[config.mk]
export PLATFORM = sky130hd
export DESIGN_NAME = f11_qdma_arb
export DESIGN_NICKNAME = d
export VERILOG_FILES = /design/src/rtl/f11_qdma_arb.sv
export SDC_FILE = /design/constraint.sdc
export NUM_CORES = 1
export LEC_CHECK = 0
export ABC_AREA = 1
export ABC_CLOCK_PERIOD_IN_PS = 1400
export CORE_ASPECT_RATIO = 1.25
export CORE_UTILIZATION = 45
export DETAILED_ROUTE_END_ITERATION = 8
export PLACE_DENSITY = 0.69
export SLEW_MARGIN = 25
export SYNTH_ARGS = -nofsm -noshare
export SYNTH_HDL_FRONTEND = slang
export SYNTH_SLANG_ARGS = --single-unit
[constraint.sdc]
create_clock -name pin_clk -period 1.4 [get_ports pin_clk]
set_input_delay 0.28 -clock pin_clk [delete_from_list [all_inputs] [get_ports pin_clk]]
set_output_delay 0.28 -clock pin_clk [all_outputs]
set_load 0.005 [all_outputs]
[src/rtl/f11_qdma_arb.sv]
// f11_qdma_arb: Q-bus DMA mastership arbiter; stalls the CPU at a bus-cycle boundary and grants one DMR requester.
module f11_qdma_arb #(
   parameter int N_REQ   = 2,
   parameter int GNT_TMO = 64,
   parameter int RR      = 0
) (
   input  logic             pin_clk,
   input  logic             reset,
   input  logic             cpu_sync,
   input  logic             cpu_start,
   input  logic [N_REQ-1:0] dmr,
   input  logic             sack,
   output logic [N_REQ-1:0] dmg,
   output logic             cpu_hold,
   output logic [2:0]       gnt_id,
   output logic             dma_own,
   output logic             tmo,
   output logic             perr
);
   typedef enum logic [2:0] {IDLE, DRAIN, GRANT, MASTER, RELEASE, ORPHAN} state_t;
   state_t state, nxt;
   logic [7:0] cnt;
   logic [2:0] ptr, win_lo, win_hi, win, nxt_gnt;
   logic hi_found, nxt_tmo, nxt_perr;
   logic [N_REQ-1:0] nxt_dmg;
   // descending scan leaves the lowest set index; win_hi only considers indices at or after the pointer
   always_comb begin
      win_lo   = '0;
      win_hi   = '0;
      hi_found = 1'b0;
      for (int i = N_REQ - 1; i >= 0; i--) begin
         if (dmr[i]) win_lo = 3'(i);
         if (dmr[i] && 3'(i) >= ptr) begin
            win_hi   = 3'(i);
            hi_found = 1'b1;
         end
      end
      win = (RR != 0 && hi_found) ? win_hi : win_lo;
   end
   always_comb begin
      nxt      = state;
      nxt_gnt  = gnt_id;
      nxt_tmo  = 1'b0;
      nxt_perr = 1'b0;
      nxt_dmg  = '0;
      case (state)
         IDLE: begin
            if (sack) begin
               nxt      = ORPHAN;
               nxt_perr = 1'b1;
            end else if (|dmr) nxt = DRAIN;
         end
         DRAIN: begin
            if (dmr == '0) nxt = IDLE;
            else if (!cpu_sync && !cpu_start) begin
               nxt     = GRANT;
               nxt_gnt = win;
            end
         end
         GRANT: begin
            // dmg is the one-hot of gnt_id while granting, so it masks the winner's request
            if (sack) nxt = MASTER;
            else if (!(|(dmr & dmg))) nxt = IDLE;
            else if (cnt == 8'(GNT_TMO - 1)) begin
               nxt     = IDLE;
               nxt_tmo = 1'b1;
            end
         end
         MASTER:  nxt = sack ? MASTER : RELEASE;
         RELEASE: nxt = IDLE;
         ORPHAN:  nxt = sack ? ORPHAN : RELEASE;
         default: nxt = IDLE;
      endcase
      for (int i = 0; i < N_REQ; i++) nxt_dmg[i] = (nxt == GRANT) && (nxt_gnt == 3'(i));
   end
   always_ff @(posedge pin_clk) begin
      if (reset) begin
         state    <= IDLE;
         dmg      <= '0;
         cpu_hold <= 1'b0;
         gnt_id   <= '0;
         dma_own  <= 1'b0;
         tmo      <= 1'b0;
         perr     <= 1'b0;
         cnt      <= '0;
         ptr      <= '0;
      end else begin
         state    <= nxt;
         dmg      <= nxt_dmg;
         cpu_hold <= nxt != IDLE;
         gnt_id   <= nxt_gnt;
         dma_own  <= nxt == MASTER;
         tmo      <= nxt_tmo;
         perr     <= nxt_perr;
         cnt      <= (state == GRANT && nxt == GRANT) ? cnt + 8'd1 : '0;
         if (RR != 0 && state == RELEASE) ptr <= (gnt_id >= 3'(N_REQ - 1)) ? 3'd0 : gnt_id + 3'd1;
      end
   end
endmodule

==> summary.md, run 1 <==
| Metric | Value |
|---|---|
| Outcome | `completed` |
| Instance count of the mapped netlist | `117` |
| Standard cell area after detailed placement | `1127 um2` |
| Distinct cell type count of the synthesized netlist | `18` |
| Number of core rows | `17` |
| First-pass GRT wire length | `2801 um` |
| Maximum Capacitance Violations | `0` |
| Data arrival, critical path | `1540 ps` |
| Number of routed nets with antenna violations | `0` |
| Critical-path maximum fanout | `8` |
| Final net count | `156` |
| Async set or reset register ratio after synthesis | `0%` |
| Register area share after synthesis | `45.58%` |
| Hold Path Cell Cnt | `3` |
| Number of synthesized register bits | `20` |
| Syn Nets | `125` |
| Via count of the first global-routing pass | `737` |
| Peak supply drop | `703.9 uV` |
| Finish-stage setup viols | `0` |
| Mean number of vias per cell | `4.818` |
| Worst-path clk slew | `100 ps` |
| Critical path startpoint category | `input pin` |
| Post-synth EDFFs | `0` |
| Met3 track demand over resource | `2.120%` |
| Static Leak | `0.0006026 uW` |
| Worst slew slack as a fraction of its limit | `83.32%` |
| Antenna violations before repair | `0` |
| Final period utilization | `92.84%` |
| Horiz. Die Dim | `41.52 um` |
| Post-Synthesis Mean Instance Area | `7.507 um2` |
| Gr busiest metal | `met2` |
| Vertical die dimension | `51.40 um` |
| Total chip power | `1036 uW` |
| Starting DRT DRC Count | `17` |
| Final hold viol count | `0` |
| Yosys top cell by area | `sky130_fd_sc_hd__dfxtp_1` |
| Count of warnings emitted by yosys | `0` |
| Met1 track demand over resource in global routing | `18.52%` |
| Sum of routed wire length over all layers | `1694 um` |
| Critical path class | `input pin to flip-flop` |
| Combined global-route utilization of all metal layers | `17.07%` |
| Total of hold buffers inserted after clock tree synthesis | `0` |
| Worst r2r path cells | `8` |
| Clock latency reported for the late side of the worst-skew pair | `300 ps` |
| Largest net degree at the start of global routing | `11` |
| DRC violations left | `0` |
| Final Max Slew Viols | `0` |
| Final hold slack | `346.5 ps` |
| Post-layout minimum cycle time | `1300 ps` |
| Inst Count DP | `161` |
| Placeable core region | `1808 um2` |
| CTS tree | `yes` |
| Portion of synthesized cell area occupied by the leading cell type | `45.58%` |
| Met2 Resource Use GR | `31.51%` |
| RSZ-0062 raised after global routing | `false` |
| Post-synth top flop | `sky130_fd_sc_hd__dfxtp_1` |
| Dpl hpwl | `1309 um` |
| Vias after detailed routing | `795` |
| Count of inserted antenna diode cells | `0` |
| Root buffer selected by CTS | `sky130_fd_sc_hd__clkbuf_4` |
| Pwr dens | `849.1 nW/um2` |
| Count of clock tree sinks | `20` |
| Max frequency | `769.4 MHz` |
| CTS HTree Levels | `1` |
| Number of placed I/O pins | `16` |
| Post-Layout Inst Area | `1220 um2` |
| Leading cell types by total area after synthesis | `sky130_fd_sc_hd__dfxtp_1, sky130_fd_sc_hd__nor2_1, sky130_fd_sc_hd__nand2_1` |
| Mean routed wirelength per cell | `10.27 um` |
| Clock Skew | `5.460 ps` |
| Actual slew at the worst max-slew pin | `248.5 ps` |
| Fillcell total | `162` |
| Gp weighted congestion | `0.8968` |
| Area enclosed by the die boundary | `2134 um2` |
| Hold Path Class | `input pin to flip-flop` |
| Worst EP required | `1640 ps` |
| Crit path capture type | `flip-flop` |
| Sum of overflow across all layers after global routing | `0` |
| Post-route non-filler standard cell count | `165` |
| Max clock buf depth | `2` |
| Post-Synthesis Cell Area | `878.3 um2` |
| IO Port Bufs | `15` |
| Share of final-layout standard cells stronger than drive strength 1 | `33.56%` |
| Total CTS buffers | `3` |
| First-pass iteration count of the detailed router | `4` |
| Relative area change from synthesis to final layout | `38.89%` |
| Initial core utilization | `48.58%` |
[layout make-up]
type,instances,area (um2),share of cell area [%]
multi-input combinational,78,446.7,36.62
inverter,19,71.32,5.846
timing repair buffer,26,240.2,19.69
tap,19,23.77,1.949
sequential,20,415.4,34.05
clock buffer,3,22.52,1.846
[stage by stage]
step                setup WS [ps]  utilization, %  TNS (ps)
floorplan                   91.60               -         0
global placement           -258.2           62.35     -3291
detailed placement         -310.7           62.35     -3883
CTS                         1.315           63.67         0
global route                8.637           67.47         0
finish                      100.2           67.47         0
[sequential cells by signal, summed over array words and instances, names as in the netlist]
name      count
state         3
gnt_id        3
cpu_hold      1
perr          1
cnt           8
tmo           1
dmg           2
dma_own       1
[per-layer routing]
metal / part of all wire (%) / up-vias
met5: 0 / -
met4: 2.3 / 0
met3: 3.4 / 5
met2: 51 / 17
met1: 44 / 352
li1: - / 421
[synth_stat cells (2+ instances only)]
cell	instances
sky130_fd_sc_hd__o21ai_0	2
sky130_fd_sc_hd__nor2_1	25
sky130_fd_sc_hd__nor2_4	2
sky130_fd_sc_hd__nand3_2	2
sky130_fd_sc_hd__inv_2	3
sky130_fd_sc_hd__xor2_1	5
sky130_fd_sc_hd__dfxtp_1	20
sky130_fd_sc_hd__inv_1	16
sky130_fd_sc_hd__nand3_1	12
sky130_fd_sc_hd__nand2_1	22
[final timing paths]
path / slack (ps) / from / end
hold / removal: 350 / sack / perr
setup / recovery: 100 / cpu_sync / cnt[1]
setup reg to reg: 120 / cnt[0] / cnt[0]
hold reg to reg: 550 / cnt[3] / cnt[3]
[critical path, stage by stage]
cell and delay [ps]:
sky130_fd_sc_hd__clkdlybuf4s50_1 420, sky130_fd_sc_hd__nor2_2 130, sky130_fd_sc_hd__inv_1 70, sky130_fd_sc_hd__nand3_1 90, sky130_fd_sc_hd__nand2_2 70, sky130_fd_sc_hd__nor2_4 200, sky130_fd_sc_hd__nand3_4 150, sky130_fd_sc_hd__nor2_2 130
[cells by family after synthesis]
family / synth area share, %
AO/OA/AOI/OAI: 1.995
XOR/XNOR: 5.983
buffers and inverters: 8.120
AND/OR/NAND/NOR: 36.90
flip-flops: 45.58
adder cells (fa/ha/maj): 1.424
[cells in the final DEF (no fill, tap or decap)]
cell type	synthesis	layout
sky130_fd_sc_hd__buf_4	0	11
sky130_fd_sc_hd__clkbuf_4	0	3
sky130_fd_sc_hd__clkdlybuf4s50_1	0	3
sky130_fd_sc_hd__dfxtp_1	20	8
sky130_fd_sc_hd__dfxtp_2	0	12
sky130_fd_sc_hd__dlygate4sd2_1	0	6
sky130_fd_sc_hd__dlymetal6s2s_1	0	6
sky130_fd_sc_hd__ha_2	0	1
sky130_fd_sc_hd__inv_1	16	15
sky130_fd_sc_hd__inv_2	3	4
sky130_fd_sc_hd__nand2_1	22	19
sky130_fd_sc_hd__nand2_2	1	3
sky130_fd_sc_hd__nand2_4	0	1
sky130_fd_sc_hd__nand3_1	12	10
sky130_fd_sc_hd__nand3_2	2	4
sky130_fd_sc_hd__nand3_4	1	1
sky130_fd_sc_hd__nand4_1	1	1
sky130_fd_sc_hd__nor2_1	25	19
sky130_fd_sc_hd__nor2_2	0	6
sky130_fd_sc_hd__nor2_4	2	2
sky130_fd_sc_hd__nor3_1	1	1
sky130_fd_sc_hd__nor3_2	1	1
sky130_fd_sc_hd__o211ai_1	1	1
sky130_fd_sc_hd__o21ai_1	0	2
sky130_fd_sc_hd__xnor2_1	1	1
sky130_fd_sc_hd__xor2_1	5	5
[what timing repair did]
| item | 4_1_cts | 5_1_grt |
|---|---|---|
| setup buffers | 0 | 1 |
| setup endpoints to repair | 7 | 15 |
| hold endpoints to repair | 0 | 0 |
| gates resized for setup | 12 | 28 |
| pin swaps | 0 | 7 |
[report_power, final]
group | total (uW) | internal (uW) | switching [uW]
combinational | 165 | 75.3 | 89.5
clock | 260 | 100 | 160
sequential | 611 | 592 | 19.2
total | 1040 | 767 | 269
(Power assumes the default switching activity.)
==> inputs of run 2 (changes only) <==
--- a/config.mk
+++ b/config.mk
@@ -10,6 +10,7 @@
 export CORE_ASPECT_RATIO = 1.25
 export CORE_UTILIZATION = 45
 export DETAILED_ROUTE_END_ITERATION = 8
+export GPL_ROUTABILITY_DRIVEN = 0
 export PLACE_DENSITY = 0.69
 export SLEW_MARGIN = 25
 export SYNTH_ARGS = -nofsm -noshare
==> results of run 2 <==
Final layout, timing and power as in run 1 (identical DEF).
==> inputs of run 3 (changes only) <==
--- a/config.mk
+++ b/config.mk
@@ -6,12 +6,12 @@
 export NUM_CORES = 1
 export LEC_CHECK = 0
 export ABC_AREA = 1
-export ABC_CLOCK_PERIOD_IN_PS = 1400
 export CORE_ASPECT_RATIO = 1.25
 export CORE_UTILIZATION = 45
 export DETAILED_ROUTE_END_ITERATION = 8
 export GPL_ROUTABILITY_DRIVEN = 0
 export PLACE_DENSITY = 0.69
+export REMOVE_ABC_BUFFERS = 1
 export SLEW_MARGIN = 25
 export SYNTH_ARGS = -nofsm -noshare
 export SYNTH_HDL_FRONTEND = slang
==> results of run 3 <==
Final layout, timing and power as in run 1 (identical DEF).
